$ cat src/rtl/fetch_unit.sv
// rtl/fetch_unit.sv - instruction fetch stage: PC, single-outstanding memory port, {pc, instr} FIFO
module fetch_unit #(
  parameter logic [31:0] RESET_VECTOR = 32'h00000000,
  parameter int          FIFO_DEPTH   = 2
) (
  input  logic        clk,
  input  logic        rst_n,
  output logic        mem_req_o,
  output logic [31:0] mem_addr_o,
  input  logic        mem_ack_i,
  input  logic [31:0] mem_rdata_i,
  input  logic        redirect_i,
  input  logic [31:0] redirect_pc_i,
  output logic        instr_valid_o,
  output logic [31:0] instr_o,
  output logic [31:0] instr_pc_o,
  input  logic        instr_ready_i
);

  localparam int PW = (FIFO_DEPTH > 1) ? $clog2(FIFO_DEPTH) : 1;
  localparam int CW = PW + 1;
  localparam logic [CW-1:0] DEPTH_C = CW'(FIFO_DEPTH);

  typedef enum logic [1:0] {
    IDLE    = 2'd0,
    REQ     = 2'd1,
    DISCARD = 2'd2
  } state_t;

  state_t        state_q;
  logic          mem_req_q;
  logic [31:0]   addr_q;
  logic [31:0]   fetch_pc_q, fetch_pc_d;
  logic [CW-1:0] count_q, count_d;
  logic [PW-1:0] rd_ptr_q, rd_ptr_d;
  logic [PW-1:0] wr_ptr_q, wr_ptr_d;
  logic [31:0]   pc_mem_q    [FIFO_DEPTH];
  logic [31:0]   instr_mem_q [FIFO_DEPTH];

  logic          ack_hit;
  logic          push;
  logic          pop;
  logic          space_d;
  logic [31:0]   redirect_target;

  // An ack only counts while a request is actually on the bus.
  assign ack_hit         = mem_req_q & mem_ack_i;
  // Only acks for the live (non-discarded) request produce data; redirect kills same-edge push/pop.
  assign push            = (state_q == REQ) & ack_hit & ~redirect_i;
  assign pop             = instr_valid_o & instr_ready_i & ~redirect_i;
  assign redirect_target = {redirect_pc_i[31:2], 2'b00};
  assign space_d         = (count_d < DEPTH_C);

  // FIFO occupancy, pointers and fetch PC for the coming edge; redirect flushes everything.
  always_comb begin
    count_d    = count_q;
    rd_ptr_d   = rd_ptr_q;
    wr_ptr_d   = wr_ptr_q;
    fetch_pc_d = fetch_pc_q;
    if (redirect_i) begin
      count_d    = '0;
      rd_ptr_d   = '0;
      wr_ptr_d   = '0;
      fetch_pc_d = redirect_target;
    end else begin
      count_d  = count_q + CW'(push) - CW'(pop);
      rd_ptr_d = rd_ptr_q + PW'(pop);
      wr_ptr_d = wr_ptr_q + PW'(push);
      if (push) begin
        fetch_pc_d = fetch_pc_q + 32'd4;
      end
    end
  end

  // Fetch FSM with registered request/address; a request is only raised when a FIFO slot is free.
  always_ff @(posedge clk or negedge rst_n) begin
    if (!rst_n) begin
      state_q   <= IDLE;
      mem_req_q <= 1'b0;
      addr_q    <= RESET_VECTOR;
    end else begin
      case (state_q)
        IDLE: begin
          if (redirect_i || space_d) begin
            state_q   <= REQ;
            mem_req_q <= 1'b1;
          end
          addr_q <= fetch_pc_d;
        end
        REQ: begin
          if (ack_hit) begin
            if (redirect_i || space_d) begin
              state_q   <= REQ;
              mem_req_q <= 1'b1;
            end else begin
              state_q   <= IDLE;
              mem_req_q <= 1'b0;
            end
            addr_q <= fetch_pc_d;
          end else if (redirect_i) begin
            // Outstanding request must still complete; its data will be dropped.
            state_q <= DISCARD;
          end
        end
        DISCARD: begin
          if (ack_hit) begin
            state_q   <= REQ;
            mem_req_q <= 1'b1;
            addr_q    <= fetch_pc_d;
          end
        end
        default: begin
          state_q   <= IDLE;
          mem_req_q <= 1'b0;
          addr_q    <= fetch_pc_d;
        end
      endcase
    end
  end

  // FIFO bookkeeping and fetch PC.
  always_ff @(posedge clk or negedge rst_n) begin
    if (!rst_n) begin
      fetch_pc_q <= RESET_VECTOR;
      count_q    <= '0;
      rd_ptr_q   <= '0;
      wr_ptr_q   <= '0;
    end else begin
      fetch_pc_q <= fetch_pc_d;
      count_q    <= count_d;
      rd_ptr_q   <= rd_ptr_d;
      wr_ptr_q   <= wr_ptr_d;
    end
  end

  // FIFO storage; contents are qualified by count, so no reset is needed.
  always_ff @(posedge clk) begin
    if (push) begin
      pc_mem_q[wr_ptr_q]    <= fetch_pc_q;
      instr_mem_q[wr_ptr_q] <= mem_rdata_i;
    end
  end

  assign mem_req_o     = mem_req_q;
  assign mem_addr_o    = addr_q;
  assign instr_valid_o = (count_q != '0);
  assign instr_o       = instr_valid_o ? instr_mem_q[rd_ptr_q] : 32'h0;
  assign instr_pc_o    = instr_valid_o ? pc_mem_q[rd_ptr_q]    : 32'h0;

endmodule

$ cat config.mk
export PLATFORM = sky130hd
export DESIGN_NAME = fetch_unit
export DESIGN_NICKNAME = d
export VERILOG_FILES = /design/src/rtl/fetch_unit.sv
export SDC_FILE = /design/constraint.sdc
export NUM_CORES = 1
export LEC_CHECK = 0
export BUFFER_PORTS_ARGS = -buffer_cell sky130_fd_sc_hd__buf_2
export CAP_MARGIN = 25
export CORE_MARGIN = 2
export CORE_UTILIZATION = 35
export DETAILED_ROUTE_END_ITERATION = 8
export GPL_ROUTABILITY_DRIVEN = 0
export SLEW_MARGIN = 20
export SYNTH_ARGS = -nofsm -noshare
export SYNTH_HDL_FRONTEND = slang
export SYNTH_SLANG_ARGS = --single-unit
export TNS_END_PERCENT = 50
$ cat constraint.sdc
create_clock -name clk -period 3.21 [get_ports clk]
set_input_delay 0.321 -clock clk [delete_from_list [all_inputs] [get_ports clk]]
set_output_delay 0.321 -clock clk [all_outputs]
set_load 0.005 [all_outputs]
==> results of run 1 <==
worst max-delay path, stage by stage (launching register included):
cell and delay (ns):
dfrtp_1 0.41, inv_1 0.10, ha_1 0.32, nand4b_2 0.22, ha_1 0.33, inv_1 0.04
ha_1 0.18, xnor3_1 0.34, nor2_1 0.17, nand2_1 0.11, nand2_1 0.10, mux2_2 0.33
metrics by stage:
| step | cells | area, um2 | util (%) | hold WS (ns) | total power, uW |
|---|---|---|---|---|---|
| after floorplan | 591 | 8320 | - | 0.0254 | 4530 |
| after detailed placement | 1063 | 9630 | 41.2 | 0.303 | 5410 |
| after global routing | 1096 | 10300 | 43.8 | 0.0453 | 7910 |
| after global placement | 1063 | 9630 | 41.2 | 0.299 | 5390 |
| after CTS | 1096 | 10300 | 43.8 | 0.0530 | 7580 |
| final | 1096 | 10300 | 43.8 | 0.0764 | 7470 |
final cells by class:
class / instances / area [um2]
Clock buffer: 17 / 425
Fill cell: 2197 / 13200
Timing Repair Buffer: 181 / 988
Clock inverter: 15 / 183
Multi-Input combinational cell: 356 / 2600
Tap cell: 319 / 399
Inverter: 9 / 33.8
Sequential cell: 199 / 5620
worst min-delay path by stage:
stage,cells past startpoint,start,endpoint
2_1_floorplan,0,rst_n,count_q[0]
3_3_place_gp,1,rst_n,rd_ptr_q
3_5_place_dp,1,rst_n,rd_ptr_q
4_1_cts,1,mem_rdata_i[2],instr_mem_q[0][2]
5_1_grt,1,mem_rdata_i[2],instr_mem_q[1][2]
6_report,1,mem_rdata_i[26],instr_mem_q[0][26]
routing by layer:
layer,GRT usage [%],vias up,share of wire (%)
li1,-,2521,-
met1,20.3,2573,45
met2,23.6,128,47
met3,4.24,20,5.8
met4,4.46,2,1.6
met5,0,-,0.059
power breakdown:
| part | switching, uW | internal (uW) | total [uW] |
|---|---|---|---|
| clock | 1030 | 1120 | 2150 |
| sequential | 276 | 3110 | 3390 |
| combinational | 1050 | 890 | 1930 |
flip-flops by register name, indices dropped and copies added (netlist names):
| signal | cells |
|---|---|
| state_q | 2 |
| pc_mem_q | 64 |
| instr_mem_q | 64 |
| wr_ptr_q | 1 |
| count_q | 2 |
| mem_addr_o | 32 |
| mem_req_o | 1 |
| fetch_pc_q | 32 |
| rd_ptr_q | 1 |
cell usage after synthesis (3+ instances only):
cell      count  share of area [%]
mux2_2       26                3.5
mux2i_1      66                7.9
clkbuf_1     18               0.81
nor2_1       89                4.0
nor2b_1       3               0.23
nand3_1      16               0.96
ha_1          9                1.4
buf_1         7               0.32
nand2_1      25                1.1
inv_1         8               0.36
o21ai_0      12               0.72
nand4_2       3               0.45
and2_1        3               0.23
nand4_1      10               0.75
a21oi_1       8               0.48
a221o_1      13                1.6
edfxtp_1    128                 46
nor3_1        3               0.18
nor4_1        4               0.30
dfrtp_1      71                 21
xnor2_1      21                2.2
and3_1       17                1.3
xor2_1        8               0.84
placed cells by master, fill, tap and decap left out, types with 5 or more instances in the layout:
cell and count:
o21ai_0 12, inv_1 8, mux2i_1 66, buf_2 164
inv_6 5, xnor2_1 21, edfxtp_1 128, mux2_2 26
and3_1 17, nand3_1 16, clkbuf_16 17, xor2_1 8
nor2_1 88, nand2_1 25, buf_4 13, a21oi_1 8
dfrtp_1 70, ha_1 7, nand4_1 10, a221o_1 13
logic make-up after synthesis:
| family | after synthesis |
|---|---|
| buffers and inverters | 36 |
| AND/OR/NAND/NOR | 181 |
| adder cells (fa/ha/maj) | 9 |
| AO/OA/AOI/OAI | 43 |
| XOR/XNOR | 30 |
| flip-flops | 199 |
| multiplexers | 93 |
what timing repair did:
| action | 4_1_cts | 5_1_grt |
|---|---|---|
| endpoints found under the hold margin | 15 | 0 |
| endpoints found under the setup margin | 0 | 0 |
| hold buffers | 1 | 0 |
==> flow_metrics.py, run 1 <==
metrics = {
    "sta": {
        "setup_tns_ns": 0,
        "drv_slew": 0,
        "worst_slew_pin_slew_ns": 0.907,
        "rsz0062_at_grt": "false",
        "period_share_pct": 86.1,
        "finalSetupViolCount": 0,
        "hold_viol_final": 0,
        "fmax_ghz": 0.362,
        "slew_headroom_pct": 39.4,
        "timing.final.ws_setup_ns": 0.445,
        "finClkSkew_ns": 0.0134,
        "min_period_ns": 2.76,
    },
    "logic_synthesis": {
        "syn_nets": 669,
        "synth_compound_area_share_pct": 3.89,
        "synthXorXnorAreaFrac_pct": 3.32,
        "synth_fa_ha_area_share_pct": 1.35,
        "syn_area_per_cell_um2": 14.1,
        "synth.area.mux_share_pct": 11.6,
        "synth_cell_types": 41,
        "synth_top_family_by_area": "multiplexers",
        "synthesis.area_mm2": 0.00832,
        "postSynth.asyncResetShare_pct": 35.7,
        "synth_ff_type": "edfxtp_1",
        "yosysSeqAreaShare_pct": 67.5,
        "synth-simple-area-share_pct": 10.7,
        "synthCells": 591,
        "synth_warnings": 0,
        "synth-edff-count": 128,
        "synth-seq-cells": 199,
    },
    "die": {
        "initial_utilization_pct": 35.6,
        "die_y_um": 158,
        "ios": 167,
        "fp-row-count": 56,
        "die-area_mm2": 0.0250,
        "die_w_um": 158,
        "core_area_mm2": 0.0234,
    },
    "place": {
        "place_ws_ns": 0.449,
        "dp_hpwl_mm": 12.7,
        "io_buffers": 164,
    },
    "routing": {
        "viasPerCell": 4.78,
        "remaining_drc_errors": 0,
        "drt_iter0_drc": 328,
        "firstDrtPassIters": 4,
        "drt_wl_total_mm": 18.5,
        "via_count": 5244,
        "wl_per_cell_um": 16.9,
        "final_antenna_net_count": 0,
    },
    "cts": {
        "cts.path.max_buffers": 2,
        "clkTransAtPathRegs_ns": 0.07,
        "cts_tree": "built",
        "cts_setup_buffers": 0,
        "cts_root_buffer": "clkbuf_16",
        "cts.sinks": 199,
        "htree_levels": 4,
        "clock_latency_ns": 0.44,
        "numCtsBuffers": 17,
        "ctsResizeCount": 0,
    },
    "cells_and_area": {
        "num_antenna_cells": 0,
        "drive_above_1_share_pct": 32.4,
        "fin_nets": 842,
        "synthToLayoutAreaGrowth_pct": 23.2,
    },
    "run_status": {
        "status": "complete, no violations",
    },
    "worst_setup_path": {
        "crit_path_end": "mem_req_o",
        "worstReg2RegStart": "state_q[1]",
        "rr_worst_depth": 11,
        "r2r_setup_slack_ns": 0.45,
        "rr_endpoint": "mem_req_o",
        "setup.worst_path.start": "state_q[1]",
        "worst_ep_arrival_time_ns": 3.08,
        "crit_required_ns": 3.53,
        "worstSetupPathType": "reg2reg",
        "start_kind": "flop",
        "endpoint_kind": "flop",
        "worstPathMaxFanout": 7,
    },
    "global_routing": {
        "grtUsageTotal_pct": 15.0,
        "grt_first_pass_wirelength_mm": 28.0,
        "grt_pass1_vias": 5082,
        "antenna_found_initial": 1,
        "grt_start_max_net_pins": 65,
        "grt.overflow.total": 0,
    },
    "pwr": {
        "leakagePower_uw": 0.00411,
        "power.density_mw_per_mm2": 729,
        "vdd_drop_max_v": 0.000339,
    },
    "job": {
        "max_cap_violations": 0,
    },
    "hold_path": {
        "min_path_type": "in2reg",
    },
}
(Power assumes the default switching activity.)
==> inputs of run 2 (changes only) <==
==> constraint.sdc (replaced) <==
create_clock -name clk -period 2.7 [get_ports clk]
set_input_delay 0.27 -clock clk [delete_from_list [all_inputs] [get_ports clk]]
set_output_delay 0.27 -clock clk [all_outputs]
set_load 0.005 [all_outputs]
==> flow_metrics.py, run 2 (synthesis gave the netlist of run 1 again) <==
metrics = {
    "sta": {
        "finalSetupViolCount": 0,
        "worst_slew_pin_slew_ns": 0.734,
        "slew_headroom_pct": 51.0,
        "finClkSkew_ns": 0.0152,
        "fmax_ghz": 0.400,
        "min_period_ns": 2.50,
        "timing.final.ws_setup_ns": 0.199,
        "rsz0062_at_grt": "false",
        "hold_slack_ns": 0.0325,
        "period_share_pct": 92.6,
        "drv_slew": 0,
        "hold_viol_final": 0,
    },
    "job": {
        "max_cap_violations": 0,
    },
    "cts": {
        "cts_root_buffer": "clkbuf_16",
        "clkTransAtPathRegs_ns": 0.07,
        "numCtsBuffers": 17,
        "cts.path.max_buffers": 2,
        "cts_setup_buffers": 0,
        "htree_levels": 4,
        "clock_latency_ns": 0.43,
        "cts_tree": "built",
        "cts.sinks": 199,
    },
    "place": {
        "io_buffers": 164,
        "place_ws_ns": 0.183,
        "dp_hpwl_mm": 12.9,
    },
    "die": {
        "core_area_mm2": 0.0234,
        "die_y_um": 158,
        "initial_utilization_pct": 35.6,
        "ios": 167,
        "fp-row-count": 56,
        "die_w_um": 158,
        "die-area_mm2": 0.0250,
    },
    "cells_and_area": {
        "fin_nets": 847,
        "num_antenna_cells": 0,
        "drive_above_1_share_pct": 33.0,
        "nFillCells": 2210,
        "reg_top3": "instr_mem_q x64, pc_mem_q x64",
        "synthToLayoutAreaGrowth_pct": 24.1,
        "final_common_cell": "buf_2",
        "layout_common_cells": "buf_2, edfxtp_1, nor2_1",
    },
    "worst_setup_path": {
        "worstSetupPathType": "reg2reg",
        "endpoint_kind": "flop",
        "crit_required_ns": 3.01,
        "setup.worst_path.start": "state_q[1]",
        "rr_worst_depth": 11,
        "rr_endpoint": "mem_req_o",
        "worstReg2RegStart": "state_q[1]",
        "worstPathMaxFanout": 4,
        "worst_ep_arrival_time_ns": 2.82,
        "r2r_setup_slack_ns": 0.20,
        "crit_path_end": "mem_req_o",
        "start_kind": "flop",
    },
    "routing": {
        "viasPerCell": 4.80,
        "drt_wl_total_mm": 18.9,
        "wl_per_cell_um": 17.2,
        "drt_iter0_drc": 314,
        "final_antenna_net_count": 0,
        "via_count": 5281,
        "remaining_drc_errors": 0,
        "firstDrtPassIters": 4,
    },
    "global_routing": {
        "grt_first_pass_wirelength_mm": 28.6,
        "grt_pass1_vias": 5171,
        "grt.overflow.total": 0,
        "antenna_found_initial": 0,
        "grtUsageTotal_pct": 15.2,
        "grt_start_max_net_pins": 72,
    },
    "pwr": {
        "leakagePower_uw": 0.00413,
        "vdd_drop_max_v": 0.000479,
        "pwr-share-clk_pct": 28.2,
        "p_sw_uw": 2810,
        "seq_power_share_pct": 44.9,
        "combPwrFrac_pct": 26.9,
        "internal-power_uw": 6140,
        "p_sw_share_pct": 31.4,
        "power.density_mw_per_mm2": 866,
    },
    "hold_path": {
        "min_path_type": "in2reg",
        "holdPathStages": 1,
    },
    "run_status": {
        "status": "complete, no violations",
    },
}
## run 2: worst max-delay path, stage by stage, from the launching register on
cell and delay, ns:
dfrtp_1 0.41, inv_1 0.09, ha_1 0.20, nand4b_2 0.15, ha_1 0.30, inv_1 0.04, ha_1 0.18, xnor3_1 0.36
nor2_2 0.12, nand2_1 0.10, nand2_1 0.11, mux2_2 0.33
## run 2: layout make-up
type	count	area [um2]	share of cell area (%)
Inverter	9	33.8	0.327
Sequential cell	199	5620	54.5
Timing Repair Buffer	186	1090	10.5
Clock inverter	15	156	1.51
Clock buffer	17	425	4.12
Multi-Input combinational cell	356	2600	25.2
Tap cell	319	399	3.86
## run 2: per-layer routing
layer,share of wire (%),up-vias,global-route usage [%]
met2,47,128,24.7
met5,0,-,0
met4,1.4,0,4.50
met1,46,2604,20.5
met3,5.1,18,3.09
li1,-,2531,-
## run 2: worst min path at each step
stage               startpoint                 end  slack (ns)
6_report       mem_rdata_i[15]  instr_mem_q[0][15]        0.03
5_1_grt        mem_rdata_i[17]  instr_mem_q[1][17]        0.01
4_1_cts         mem_rdata_i[4]   instr_mem_q[1][4]       0.009
3_5_place_dp             rst_n      mem_addr_o[29]        0.34
3_3_place_gp             rst_n      mem_addr_o[31]        0.33
2_1_floorplan            rst_n          count_q[0]       -0.03
## run 2: per-stage QoR
step | cell area [um2] | utilization [%] | TNS [ns] | std cells | power (uW)
floorplan | 8320 | - | -35.43 | 591 | 5390
global placement | 9730 | 41.6 | 0 | 1068 | 6500
detailed placement | 9730 | 41.6 | 0 | 1068 | 6540
CTS | 10300 | 44.1 | 0 | 1101 | 9080
global route | 10300 | 44.1 | 0 | 1101 | 9450
finish | 10300 | 44.1 | 0 | 1101 | 8950
## run 2: power by group through the flow
stage | Clock (uW) | Sequential [uW] | Combinational [uW]
global route | 2720 | 4070 | 2670
CTS | 2590 | 4030 | 2460
floorplan | 0 | 4000 | 1390
global placement | 0 | 4080 | 2420
finish | 2520 | 4020 | 2410
detailed placement | 0 | 4090 | 2450
## run 2: what timing repair did
item | CTS | global route
gates resized for setup | 0 | 1
hold buffers | 1 | 0
setup endpoints to repair | 0 | 1
endpoints found under the hold margin | 71 | 0
